==> config.mk <==
export PLATFORM = sky130hd
export DESIGN_NAME = dram_axi_id_remap
export DESIGN_NICKNAME = d
export VERILOG_FILES = /design/src/rtl/dram_axi_id_remap.sv
export SDC_FILE = /design/constraint.sdc
export NUM_CORES = 1
export LEC_CHECK = 0
export ABC_CLOCK_PERIOD_IN_PS = 10450
export CORE_MARGIN = 1.5
export CORE_UTILIZATION = 55
export CTS_CLUSTER_DIAMETER = 120
export DETAILED_ROUTE_END_ITERATION = 6
export GPL_TIMING_DRIVEN = 1
export PLACE_DENSITY = 0.86
export SKIP_LAST_GASP = 1
export SLEW_MARGIN = 20
export SYNTH_ARGS = -nofsm -noshare
export SYNTH_HDL_FRONTEND = slang
export SYNTH_SLANG_ARGS = --single-unit
==> constraint.sdc <==
create_clock -name clk_i -period 10.45 [get_ports clk_i]
set_input_delay 1.5675 -clock clk_i [delete_from_list [all_inputs] [get_ports clk_i]]
set_output_delay 1.5675 -clock clk_i [all_outputs]
set_load 0.005 [all_outputs]
==> src/rtl/dram_axi_id_remap.sv <==
// Compresses wide SoC AXI IDs onto the DRAM controller's narrow ID space and restores them on B/R.
// Each direction has its own tracking table. The datapath is combinational; only the tables hold state.

module dram_axi_id_remap_table #(
   parameter int unsigned IdWidth  = 6,
   parameter int unsigned MidWidth = 4,
   parameter int unsigned MaxTxns  = 8
) (
   input  logic                clk_i,
   input  logic                rst_ni,
   input  logic [IdWidth-1:0]  req_id,
   input  logic                req_fire,
   output logic                req_stall,
   output logic [MidWidth-1:0] req_mid,
   input  logic                rsp_fire,
   input  logic                rsp_done,
   input  logic [MidWidth-1:0] rsp_mid,
   output logic [IdWidth-1:0]  rsp_id
);
   localparam int unsigned NumEntries = 2 ** MidWidth;
   localparam int unsigned CntWidth   = $clog2(MaxTxns + 1);

   logic [NumEntries-1:0] valid_q, valid_d;
   logic [NumEntries-1:0] inc, dec;
   logic [CntWidth-1:0]   cnt_q [NumEntries];
   logic [CntWidth-1:0]   cnt_d [NumEntries];
   logic [IdWidth-1:0]    sid_q [NumEntries];
   logic                  hit, free_found;
   logic [MidWidth-1:0]   hit_idx, free_idx;

   // NOTE: every variable gets a default at the top of always_comb, so no path can infer a latch.
   always_comb begin
      hit        = 1'b0;
      hit_idx    = '0;
      free_found = 1'b0;
      free_idx   = '0;
      for (int i = 0; i < NumEntries; i++) begin
         if (valid_q[i] && (sid_q[i] == req_id) && !hit) begin
            hit     = 1'b1;
            hit_idx = MidWidth'(i);
         end
         if (!valid_q[i] && !free_found) begin
            free_found = 1'b1;
            free_idx   = MidWidth'(i);
         end
      end
   end

   // Stall depends only on registered table state, never on the downstream ready.
   assign req_mid   = hit ? hit_idx : free_idx;
   assign req_stall = hit ? (cnt_q[hit_idx] == CntWidth'(MaxTxns)) : !free_found;
   assign rsp_id    = valid_q[rsp_mid] ? sid_q[rsp_mid] : '0;

   always_comb begin
      inc = '0;
      dec = '0;
      for (int i = 0; i < NumEntries; i++) begin
         inc[i] = req_fire && (req_mid == MidWidth'(i));
         dec[i] = rsp_fire && rsp_done && valid_q[i] && (rsp_mid == MidWidth'(i));
      end
   end

   // Request and completion on the same entry cancel; an entry leaves the table when cnt hits 0.
   always_comb begin
      valid_d = '0;
      cnt_d   = cnt_q;
      for (int i = 0; i < NumEntries; i++) begin
         cnt_d[i]   = cnt_q[i] + CntWidth'(inc[i]) - CntWidth'(dec[i]);
         valid_d[i] = (cnt_d[i] != '0);
      end
   end

   // NOTE: sequential state uses non-blocking assignments so every flop samples pre-edge values.
   always_ff @(posedge clk_i) begin
      if (!rst_ni) begin
         valid_q <= '0;
         for (int i = 0; i < NumEntries; i++) cnt_q[i] <= '0;
      end else begin
         valid_q <= valid_d;
         cnt_q   <= cnt_d;
      end
   end

   // NOTE: the SID store needs no reset; it is only ever read through a cleared valid bit.
   always_ff @(posedge clk_i) begin
      for (int i = 0; i < NumEntries; i++) begin
         if (inc[i] && !valid_q[i]) sid_q[i] <= req_id;
      end
   end

   // A response on an untracked DRAM ID means the table and the MIG disagree (e.g. reset mid-burst).
   a_rsp_tracked : assert property (@(posedge clk_i) disable iff (!rst_ni)
      rsp_fire |-> valid_q[rsp_mid]);
endmodule

module dram_axi_id_remap #(
   parameter int unsigned SlvIdWidth   = 6,
   parameter int unsigned MstIdWidth   = 4,
   parameter int unsigned MaxTxnsPerId = 8,
   parameter int unsigned AxPldWidth   = 47,
   parameter int unsigned DataWidth    = 64,
   parameter int unsigned UserWidth    = 1
) (
   input  logic                   clk_i,
   input  logic                   rst_ni,
   // SoC side (from spill register)
   input  logic                   slv_aw_valid,
   output logic                   slv_aw_ready,
   input  logic [SlvIdWidth-1:0]  slv_aw_id,
   input  logic [AxPldWidth-1:0]  slv_aw_pld,
   input  logic                   slv_w_valid,
   output logic                   slv_w_ready,
   input  logic [DataWidth-1:0]   slv_w_data,
   input  logic [DataWidth/8-1:0] slv_w_strb,
   input  logic                   slv_w_last,
   output logic                   slv_b_valid,
   input  logic                   slv_b_ready,
   output logic [SlvIdWidth-1:0]  slv_b_id,
   output logic [1:0]             slv_b_resp,
   output logic [UserWidth-1:0]   slv_b_user,
   input  logic                   slv_ar_valid,
   output logic                   slv_ar_ready,
   input  logic [SlvIdWidth-1:0]  slv_ar_id,
   input  logic [AxPldWidth-1:0]  slv_ar_pld,
   output logic                   slv_r_valid,
   input  logic                   slv_r_ready,
   output logic [SlvIdWidth-1:0]  slv_r_id,
   output logic [DataWidth-1:0]   slv_r_data,
   output logic [1:0]             slv_r_resp,
   output logic                   slv_r_last,
   output logic [UserWidth-1:0]   slv_r_user,
   // DRAM side (to MIG)
   output logic                   mst_aw_valid,
   input  logic                   mst_aw_ready,
   output logic [MstIdWidth-1:0]  mst_aw_id,
   output logic [AxPldWidth-1:0]  mst_aw_pld,
   output logic                   mst_w_valid,
   input  logic                   mst_w_ready,
   output logic [DataWidth-1:0]   mst_w_data,
   output logic [DataWidth/8-1:0] mst_w_strb,
   output logic                   mst_w_last,
   input  logic                   mst_b_valid,
   output logic                   mst_b_ready,
   input  logic [MstIdWidth-1:0]  mst_b_id,
   input  logic [1:0]             mst_b_resp,
   output logic                   mst_ar_valid,
   input  logic                   mst_ar_ready,
   output logic [MstIdWidth-1:0]  mst_ar_id,
   output logic [AxPldWidth-1:0]  mst_ar_pld,
   input  logic                   mst_r_valid,
   output logic                   mst_r_ready,
   input  logic [MstIdWidth-1:0]  mst_r_id,
   input  logic [DataWidth-1:0]   mst_r_data,
   input  logic [1:0]             mst_r_resp,
   input  logic                   mst_r_last
);
   logic aw_stall, ar_stall;

   // Reset holds back new address requests; W, B and R keep flowing.
   assign mst_aw_valid = rst_ni && slv_aw_valid && !aw_stall;
   assign slv_aw_ready = rst_ni && mst_aw_ready && !aw_stall;
   assign mst_aw_pld   = slv_aw_pld;
   assign mst_ar_valid = rst_ni && slv_ar_valid && !ar_stall;
   assign slv_ar_ready = rst_ni && mst_ar_ready && !ar_stall;
   assign mst_ar_pld   = slv_ar_pld;

   assign mst_w_valid  = slv_w_valid;
   assign slv_w_ready  = mst_w_ready;
   assign mst_w_data   = slv_w_data;
   assign mst_w_strb   = slv_w_strb;
   assign mst_w_last   = slv_w_last;

   assign slv_b_valid  = mst_b_valid;
   assign mst_b_ready  = slv_b_ready;
   assign slv_b_resp   = mst_b_resp;
   assign slv_b_user   = '0;
   assign slv_r_valid  = mst_r_valid;
   assign mst_r_ready  = slv_r_ready;
   assign slv_r_data   = mst_r_data;
   assign slv_r_resp   = mst_r_resp;
   assign slv_r_last   = mst_r_last;
   assign slv_r_user   = '0;

   dram_axi_id_remap_table #(
      .IdWidth  (SlvIdWidth),
      .MidWidth (MstIdWidth),
      .MaxTxns  (MaxTxnsPerId)
   ) u_wr_table (
      .clk_i     (clk_i),
      .rst_ni    (rst_ni),
      .req_id    (slv_aw_id),
      .req_fire  (mst_aw_valid && mst_aw_ready),
      .req_stall (aw_stall),
      .req_mid   (mst_aw_id),
      .rsp_fire  (mst_b_valid && slv_b_ready),
      .rsp_done  (1'b1),
      .rsp_mid   (mst_b_id),
      .rsp_id    (slv_b_id)
   );

   // Only the last beat of a read burst retires the transaction.
   dram_axi_id_remap_table #(
      .IdWidth  (SlvIdWidth),
      .MidWidth (MstIdWidth),
      .MaxTxns  (MaxTxnsPerId)
   ) u_rd_table (
      .clk_i     (clk_i),
      .rst_ni    (rst_ni),
      .req_id    (slv_ar_id),
      .req_fire  (mst_ar_valid && mst_ar_ready),
      .req_stall (ar_stall),
      .req_mid   (mst_ar_id),
      .rsp_fire  (mst_r_valid && slv_r_ready),
      .rsp_done  (mst_r_last),
      .rsp_mid   (mst_r_id),
      .rsp_id    (slv_r_id)
   );
endmodule

# Word-level counts from Yosys, hierarchy flattened
# Memories as Yosys holds them, arrays and structs flattened.
# Index checks and enable logic that the tools add are counted.
dict set report totals {
  regBits 160
  latchBits 0
  ramBits 192
  mem_bits_ro 0
  output_inout_bits 268
  wordCells 887
  mem_count 2
}
dict set report op_classes {
  add_sub_neg 64
  multipliers 0
  div 0
  n_lt_le_gt_ge 4
  eq_ne 94
  shift 0
  n_mux 294
  bitwise 2
  n_reduce_logical 393
}
# name depth width read_ports rd_clocked_by_memory_dff write_ports line
set mem_list {}
lappend mem_list {u_rd_table.sid_q 16 6 17 0 1 27} ;# logic [IdWidth-1:0] sid_q [NumEntries];
lappend mem_list {u_wr_table.sid_q 16 6 17 0 1 27}
# cell count
set ops {}
lappend ops {{$mux 4} 68}
lappend ops {{$logic_and 1x1->1} 233}
lappend ops {{$eq 6x6->1} 32}
lappend ops {{$mux 6} 32}
lappend ops {{$reduce_or 6->1} 30}
lappend ops {{$mux 1} 166}
lappend ops {{$eq 4x4->1 const B} 34}
lappend ops {{$add 4x1->4} 32}
lappend ops {{$reduce_bool 4->1} 32}
lappend ops {{$sub 4x1->4} 32}
lappend ops {{$logic_not 1->1} 94}
lappend ops {{$eq 4x3->1 const B} 16}
lappend ops {{$mux 3} 16}
lappend ops {{$bmux 4 s4} 2}
lappend ops {{$eq 4x2->1 const B} 8}
lappend ops {{$eq 4x1->1 const B} 4}
lappend ops {{$logic_not 4->1} 4}
lappend ops {{$mux 2} 8}
lappend ops {{$ge 5x5->1 const B} 2}
lappend ops {{$lt 4x5->1 const B} 2}
lappend ops {{$not 4->5} 2}
lappend ops {{$bmux 1 s4} 2}

# Depth between registers and ports, before layout
# Gate-level depths: netlist of run 1.
# An unclocked memory read counts as a cell.
dict set report depth {
  depth_word 78
  depth_mapped 21
  ltp_nobuf 18
}

# Cells and area by module
# From an unflattened synthesis of run 1, not the netlist that was laid out.
dict set report unflattened {
  hier_cells 2030
  area_unflattened_um2 22607.9
}
# module instances cells_each area_per_inst_um2 seq_area_each_um2
set modules_own_cells {}
lappend modules_own_cells {{dram_axi_id_remap_table (u_wr_table)} 1 893 10400.0 4484.3}
lappend modules_own_cells {{dram_axi_id_remap_table (u_rd_table)} 1 883 10296.1 4484.3}
lappend modules_own_cells {dram_axi_id_remap 1 254 1911.8 0.0}

# Least setup slack after synthesis of run 1
# Ideal clock, no wire load.
dict set report synth_path {
  path_type {input -> register}
  startpoint {in slv_ar_id[1]}
  endpoint {reg u_rd_table.valid_q[3]}
  t_arrival_ns 5.937
  t_required_ns 10.316
  setup_slack_ns 4.379
  path_stages 18
  cell_sequence {buf_4 buf_6 xor2_1 nor4_2 nor2_1 a211o_2 o311ai_4 mux4_2 a41o_1 buf_4 or2_1 ha_1 inv_1 ha_1 fa_1 xor2_1 and2_1 or4_1}
}
dict set report synth_via {
  elab_chain_len 61
  elab_cells_between_ends 108
  classes_between {add/sub (2); eq/ne (18); mux (36); bitwise (1); reduce/logical (51)}
}
# item line
set synth_lines {}
lappend synth_lines {{start, declared} 123} ;# input logic [SlvIdWidth-1:0] slv_ar_id,
lappend synth_lines {{$eq 6x6->1} 38} ;# if (valid_q[i] && (sid_q[i] == req_id) && !hit) begin
lappend synth_lines {{$logic_and 1x1->1} 38}
lappend synth_lines {{$mux 1} 38}
lappend synth_lines {{$logic_not 1->1} 38}
lappend synth_lines {{$logic_and 1x1->1} 38}
lappend synth_lines {{$mux 1} 38}
lappend synth_lines {{$logic_not 1->1} 38}
lappend synth_lines {{$logic_and 1x1->1} 38}
lappend synth_lines {{[45 not listed]} n/a}
lappend synth_lines {{$mux 1} 51} ;# assign req_stall = hit ? (cnt_q[hit_idx] == CntWidth'(MaxTxns)) : !free_found;
lappend synth_lines {{$logic_not 1->1} 163} ;# assign mst_ar_valid = rst_ni && slv_ar_valid && !ar_stall;
lappend synth_lines {{$logic_and 1x1->1} 163}
lappend synth_lines {{$logic_and 1x1->1} 210} ;# .req_fire (mst_ar_valid && mst_ar_ready),
lappend synth_lines {{$logic_and 1x1->1 *} 58} ;# inc[i] = req_fire && (req_mid == MidWidth'(i));
lappend synth_lines {{$add 4x1->4 *} 68} ;# cnt_d[i] = cnt_q[i] + CntWidth'(inc[i]) - CntWidth'(dec[i]);
lappend synth_lines {{$sub 4x1->4 *} 68}
lappend synth_lines {{$reduce_bool 4->1 *} 69} ;# valid_d[i] = (cnt_d[i] != '0);
lappend synth_lines {{end signal, assigned} 79} ;# valid_q <= valid_d;
lappend synth_lines {{end, declared} 23} ;# logic [NumEntries-1:0] valid_q, valid_d;
# Every way passes the cells marked *; elsewhere a longest branch is shown, timed or not. The select of a mux whose other input is x is not followed.
# A chain may end at the register's enable or synchronous reset.

# Worst setup path in the final report of run 1
dict set report layout_path {
  startpoint {in slv_ar_id[5]}
  endpoint {out mst_ar_valid}
}
dict set report layout_via {
  elab_chain_len 56
  elab_cells_between_ends 101
  classes_between {eq/ne (17); mux (35); bitwise (1); reduce/logical (48)}
}
# item line
set layout_lines {}
lappend layout_lines {{$eq 6x6->1} 38}
lappend layout_lines {{$logic_and 1x1->1} 38}
lappend layout_lines {{$mux 1} 38}
lappend layout_lines {{$logic_not 1->1} 38}
lappend layout_lines {{$logic_and 1x1->1} 38}
lappend layout_lines {{$mux 1} 38}
lappend layout_lines {{$logic_not 1->1} 38}
lappend layout_lines {{$logic_and 1x1->1} 38}
lappend layout_lines {{[39 not listed]} n/a}
lappend layout_lines {{$mux 4} 38}
lappend layout_lines {{$not 4->5 (implied by the code)} 51}
lappend layout_lines {{$bmux 4 s4} 51}
lappend layout_lines {{$mux 4 (implied by the code) (2 in a row)} 51}
lappend layout_lines {{$eq 4x4->1} 51}
lappend layout_lines {{$mux 1 *} 51}
lappend layout_lines {{$logic_not 1->1 *} 163}
lappend layout_lines {{$logic_and 1x1->1 *} 163}
lappend layout_lines {{end, declared} 146} ;# output logic mst_ar_valid,
# Marks and branches as above.

==> reports/qor.csv, run 1 <==
stage,metric,value,unit
timing,fin_skew,29.6,ps
clock_tree,cts_sinks,352,
route,ant_nets,0,
route,routedWlPerCell,36.0,um
clock_tree,cts_buffers,39,
timing,fin_crit_sh,0.759,
synth,yosysWarnings,0,
synth,ys_seq_area_frac,0.392,
power_and_ir_drop,irDropWorstVdd,0.159,mV
route,dr.pass1.iters,7,
layout,final_cells,2401,
synth,syn_area_per_cell,11.3,um^2
layout,drive_gt1_frac,0.119,
run_status,violations,DRC,
timing,relSlewSlack,0.219,
run_status,status,"complete, but fails checks",
die,die_area,42800,um^2
placed_design,dp.cells,2329,
grt,antenna_found_initial,0,
power_and_ir_drop,power.density,134,nW/um^2
power_and_ir_drop,leakagePower,8.63,nW
synth,synthesis.area,22900,um^2
min_path,hold-path-cell-count,2,
synth,synth.top_cell.area_share,0.252,
route,drtIter0Drc,1729,
timing,setup_tns,0,ps
power_and_ir_drop,switching_share,0.238,
synth,syn_inst,2023,
clock_tree,cts_tree,yes,
route,drc,12,
layout,area_delta_synth_final,2.00,%
worst_setup_path,cp_common_cell,clkdlybuf4s50_1,
die,die_h,207,um
synth,yosys_most_used_dff,edfxtp_1,
synth,synth.largest_area_cell,edfxtp_1,
power_and_ir_drop,seqPwrFrac,0.477,
die,row_count,74,
synth,synthTopCellsByCount,"buf_4 (249), edfxtp_1 (192), xnor2_1 (181)",
layout,antenna_cells,0,
min_path,worstHoldStart,u_rd_table.cnt_q[56],
worst_setup_path,reg2reg_slack,5040,ps
clock_tree,cts-root-buf,clkbuf_16,
grt,grt_pass1_wl,117000,um
worst_setup_path,crit_path_start_kind,input pin,
power_and_ir_drop,p_int,2.38,mW
route,vias_per_cell,6.48,
clock_tree,htreeDepth,2,
synth,yosysMostFrequentCell,buf_4,
clock_tree,post-cts-setup-buffers,0,
layout,nets,2266,
die,fp.dieW,207,um
worst_setup_path,path_max_fanout,17,
clock_tree,ctsResizeCount,0,
min_path,min_path_type,reg -> reg,
timing,worstMarginPinSlew,1160,ps
clock_tree,clkLatencyLatePin,580,ps
worst_setup_path,r2r-end,u_rd_table.valid_q[1],
worst_setup_path,critPathMaxStageDelay,950,ps
grt,grt_pass1_vias,15300,
worst_setup_path,worstSetupEndpointType,output pin,
power_and_ir_drop,pwr-share-clk,0.447,
placed_design,place.gp.congestion,1.01,
placed_design,dp_hpwl,69100,um
synth,netlist_top_cells_area,"edfxtp_1 (25%), dfxtp_1 (14%), buf_4 (8.2%)",
timing,final-hold-violation-count,0,
timing,fmax,126,MHz
grt,track_usage,0.398,
synth,synth_cell_type_count,83,
worst_setup_path,timing.rr.start,u_rd_table.sid_q[10][3],
synth,ys_seq_elements,352,
die,ios,536,
worst_setup_path,critPathArrivalTime,6360,ps
route,dr_total_vias,15600,
worst_setup_path,timing_worst_setup_path_type,in -> out,
timing,drv_slew,0,
clock_tree,clkTransAtPathRegs,60,ps
worst_setup_path,crit_slowest_cell,clkdlybuf4s50_1,
worst_setup_path,cp.required,8880,ps
power_and_ir_drop,power_switching,0.741,mW
clock_tree,clock_path_buffers,3,
timing,setup_viol,0,
placed_design,io_buffers,59,
die,initial_utilization,0.559,
grt,grt_max_degree,107,
min_path,hold_path_end,u_rd_table.cnt_q[56],
grt,grt.overflow.total,0,
worst_setup_path,worstPathCellList,"clkdlybuf4s50_1, buf_4, xor2_1, nor4_2, nor4_4, nand2_2, o311ai_4, mux4_2, a41oi_1, nor4bb_1, clkdlybuf4s50_1",
flow_run,cap_violations,0,
timing,grt_setup_unrepaired,false,
route,wl,86300,um
clock_tree,hold_buffers,0,
synth,async_flop_share,0,
power_and_ir_drop,share_comb_of_total_power,0.076,
die,coreArea,40900,um^2
synth,synth_edf_count,192,
timing,period_minus_slack,7930,ps
worst_setup_path,reg2regPathDepth,18,
-- per-stage QoR --
stage / setup WS, ps / power [mW] / utilization / instance area [um^2] / hold WS, ps
floorplan: 4380 / 1.74 / - / 22900 / 560
global placement: 2840 / 1.74 / 0.539 / 22000 / 579
detailed placement: 2680 / 1.74 / 0.539 / 22000 / 587
CTS: 2650 / 3.11 / 0.570 / 23300 / 605
global route: 2360 / 3.18 / 0.570 / 23300 / 631
finish: 2520 / 3.12 / 0.570 / 23300 / 602
-- layout by cell type, fill, tap and decap left out, types with 5 or more instances in the layout --
cell and instances:
xnor2_1 181, o21ai_0 11, fa_1 32, nor3_1 24, edfxtp_1 192, nor4_2 20, nand2b_1 5, xor2_1 107
nand3_1 26, ha_1 128, buf_4 18, clkbuf_16 40, clkdlybuf4s50_1 56, nor4_4 6, clkbuf_8 10, nor3b_1 9
and3_1 41, nor2b_1 40, mux4_2 69, mux2_2 6, or4_1 44, nor4_1 12, a21o_1 32, clkinv_2 7
clkbuf_1 6, nor4b_1 24, inv_1 157, or2_1 6, nor2_1 37, dfxtp_1 160, nand3b_1 5, a21oi_1 41
mux2i_1 7, nand2_1 49, and2_1 115, nand4_1 48, and3b_1 7
-- metal layers --
metal  GRT usage  vias up  wire length (um)
li1            -     6521                 -
met1       0.349     7394             23000
met2       0.513     1245             32200
met3       0.449      388             23500
met4       0.234       16              6380
met5       0.199        -              1150
-- worst max-delay path by stage --
stage	startpoint	endpoint	cells past startpoint
after floorplan	slv_ar_id[1]	u_rd_table.valid_q[3]	18
after global placement	slv_ar_id[5]	mst_ar_valid	11
after detailed placement	slv_ar_id[5]	mst_ar_valid	11
after CTS	slv_ar_id[5]	mst_ar_valid	11
after global routing	slv_ar_id[5]	mst_ar_valid	11
final	slv_ar_id[5]	mst_ar_valid	11
-- state kept, by name, indices dropped and copies added (netlist names) --
register	flops
u_rd_table.sid_q	96
u_wr_table.sid_q	96
u_rd_table.cnt_q	64
u_wr_table.cnt_q	64
u_rd_table.valid_q	16
u_wr_table.valid_q	16
-- critical path: cells and delay by family --
| family | cells | cell delay [ps] |
|---|---|---|
| compound gates | 2 | 770 |
| simple gates | 4 | 1270 |
| xor+xnor | 1 | 220 |
| mux | 1 | 570 |
| buf+inv | 3 | 1930 |
-- power groups by stage --
stage / registers (mW) / clock network (mW) / logic, mW
floorplan: 1.51 / 0 / 0.230
global placement: 1.51 / 0 / 0.226
detailed placement: 1.51 / 0 / 0.229
CTS: 1.48 / 1.40 / 0.232
global route: 1.49 / 1.45 / 0.249
finish: 1.49 / 1.39 / 0.238
-- cells by family after synthesis --
logic type,after synthesis,share of synthesized area
buffers and inverters,462,0.123
and+or+nand+nor,543,0.157
xor gates and xnor gates,288,0.110
adders and majority gates,160,0.0980
other,1,0.000164
AOI/OAI and AO/OA,135,0.0455
muxes,82,0.0740
DFF,352,0.392
-- final cells by class --
| type | instances | area (um^2) |
|---|---|---|
| Multi-Input combinational cell | 1210 | 11100 |
| Tap cell | 532 | 666 |
| Timing Repair Buffer | 77 | 711 |
| Inverter | 158 | 593 |
| Fill cell | 3176 | 17600 |
| Clock inverter | 15 | 124 |
| Clock buffer | 57 | 1170 |
| Sequential cell | 352 | 8970 |
(Power assumes the default switching activity.)
==> run 2, diff against run 1 <==
- ABC_CLOCK_PERIOD_IN_PS: 10450 -> 7000
- CORE_UTILIZATION: 55 -> 46
- PLACE_DENSITY: 0.86 -> 0.77
- clock period: 10.45 -> 7 ns (I/O delays scaled with it)
==> run 2 against run 1 <==
  * The run now ends clean
  * Clock power increased by 50%
  * Combinational power increased by 57%
  * First-iteration DRC count decreased by 7.5%
  * Sequential share of layout area decreased by 0.77 points
  * Register-to-register slack got worse by 3500 ps
  * Sequential power increased by 49%
  * Count of clock-buffer cells in the layout decreased by 5
  * Core utilization decreased by 8.5 points
  * Largest cell class unchanged
==> reports/qor.csv, run 2 (synthesis gave the netlist of run 1 again) <==
stage,metric,value,unit,change
run_status,status,"finished, final reports clean",,
grt,grt_busiest_layer,met2,,
die,die_area,51100,um^2,+19%
worst_setup_path,critPathArrivalTime,5550,ps,-810 ps
power_and_ir_drop,leakagePower,8.82,nW,+2.1%
layout,largestRegisters,"u_rd_table.sid_q (96), u_wr_table.sid_q (96)",,
clock_tree,clkTransAtPathRegs,50,ps,about the same
clock_tree,post-cts-setup-buffers,0,,unchanged
die,row_count,81,,+9.5%
clock_tree,htreeDepth,2,,unchanged
power_and_ir_drop,power.density,196,nW/um^2,+47%
die,fp.dieW,226,um,+9.2%
clock_tree,ctsResizeCount,0,,unchanged
route,drc,0,,-12
placed_design,place.gp.congestion,1.01,,+0.34%
clock_tree,hold_buffers,0,,unchanged
route,drtIter0Drc,1599,,-7.5%
power_and_ir_drop,power,4.67,mW,+50%
route,dr.pass1.iters,7,,unchanged
grt,antenna_found_initial,0,,unchanged
layout,nFillCells,4366,,+37%
timing,worstMarginPinSlew,1100,ps,-60.9 ps
power_and_ir_drop,irDropWorstVdd,0.195,mV,+22%
layout,antenna_cells,0,,unchanged
layout,area_delta_synth_final,4.08,%,
worst_setup_path,path_max_fanout,16,,-1
grt,grt.overflow.total,0,,unchanged
grt,grt_pass1_wl,123000,um,+5.9%
worst_setup_path,cp.required,5950,ps,-2930 ps
grt,met3_usage,0.396,,-0.0534
grt,grt_max_degree,76,,-29%
placed_design,io_buffers,59,,unchanged
timing,setup_tns,0,ps,unchanged
route,wl,91400,um,+5.9%
placed_design,dp_hpwl,76800,um,+11%
layout,final_cell_mix,"edfxtp_1 (192), xnor2_1 (181), dfxtp_1 (160)",,
worst_setup_path,crit_path_start_kind,input pin,,
placed_design,place_ws,142,ps,-2530 ps
die,die_h,226,um,+9.2%
route,vias_per_cell,5.95,,-8.2%
timing,grt_setup_unrepaired,false,,
clock_tree,clkLatencyLatePin,570,ps,about the same
layout,finish.utilization,0.485,,-0.0848
layout,final_common_cell,edfxtp_1,,
worst_setup_path,worstSetupEndpointType,output pin,,
flow_run,cap_violations,0,,unchanged
die,coreArea,49100,um^2,+20%
layout,drive_gt1_frac,0.130,,+0.0112
timing,setup_slack,397,ps,-2120 ps
timing,fin_crit_sh,0.943,,
timing,fin_skew,27.9,ps,-1.69 ps
timing,setup_viol,0,,unchanged
route,dr_total_vias,15300,,-1.9%
grt,track_usage,0.356,,-0.0423
timing,worst_hold_slack,599,ps,-3.72 ps
die,initial_utilization,0.466,,-0.0926
timing,period_minus_slack,6600,ps,
clock_tree,cts_tree,yes,,
timing,relSlewSlack,0.260,,+0.0409
layout,nets,2301,,+1.5%
timing,final-hold-violation-count,0,,unchanged
clock_tree,cts-root-buf,clkbuf_16,,
timing,drv_slew,0,,unchanged
die,ios,536,,unchanged
route,ant_nets,0,,unchanged
clock_tree,clock_path_buffers,3,,unchanged
worst_setup_path,timing_worst_setup_path_type,in -> out,,
timing,fmax,151,MHz,
route,routedWlPerCell,35.7,um,-0.87%
grt,grt_use_met2,0.481,,-0.0315
min_path,min_path_type,reg -> reg,,
clock_tree,cts_buffers,39,,unchanged
grt,met1_usage,0.299,,-0.0501
clock_tree,cts_sinks,352,,unchanged
grt,grt_pass1_vias,15300,,+0.033%
==> run 2: cell types whose count changed in the layout (fill, tap and decap cells not counted), moves of 2 or more <==
cell and change:
nor4_2 -2, buf_4 +30, clkbuf_8 -7, clkinv_1 +2, clkinv_2 -2, bufinv_16 +3
nor4_1 +2, clkbuf_1 +4, buf_12 +6
==> run 2: area by class of cell <==
cell class,count,area [um^2],share of cell area
clock buffer,52,1050,0.0443
clock inverter,17,214,0.00899
inverter,158,593,0.0249
multi-input combinational,1210,11100,0.466
sequential,352,8970,0.377
tap,664,831,0.0349
timing repair buffer,112,1050,0.0441
==> run 2: through the flow <==
stage / instances / area, um^2
2_1_floorplan: 2024 / 22900
3_3_place_gp: 2496 / 22500
3_5_place_dp: 2496 / 22500
4_1_cts: 2565 / 23800
5_1_grt: 2565 / 23800
6_report: 2565 / 23800
==> run 2: final timing paths <==
path | cells past startpoint | endpoint | start | slack (ps)
worst max register to register | 15 | u_wr_table.valid_q[6] | u_wr_table.sid_q[1][4] | 1590
worst max-delay path | 13 | mst_aw_valid | slv_aw_id[3] | 400
worst min-delay path | 2 | u_rd_table.cnt_q[52] | u_rd_table.cnt_q[52] | 600
worst min register to register | 2 | u_rd_table.cnt_q[52] | u_rd_table.cnt_q[52] | 600
==> run 2: worst max-delay path, cell delays in order <==
cell,delay [ps]
clkdlybuf4s50_1,850
buf_4,350
xor2_1,200
nor4_1,80
buf_4,160
nor4_4,500
nand4_1,450
nand2_1,270
mux2_2,380
o21ai_4,300
and2_4,230
and3_1,200
clkdlybuf4s50_1,530
==> run 2: report_power, final <==
part | internal [mW] | switching (mW)
registers | 2.19 | 0.0254
logic | 0.164 | 0.210
clock network | 1.21 | 0.868
==> run 2: layer usage <==
layer,share of wire,vias to the layer above
li1,-,6575
met1,0.26,7367
met2,0.39,1079
met3,0.26,234
met4,0.072,14
met5,0.010,-
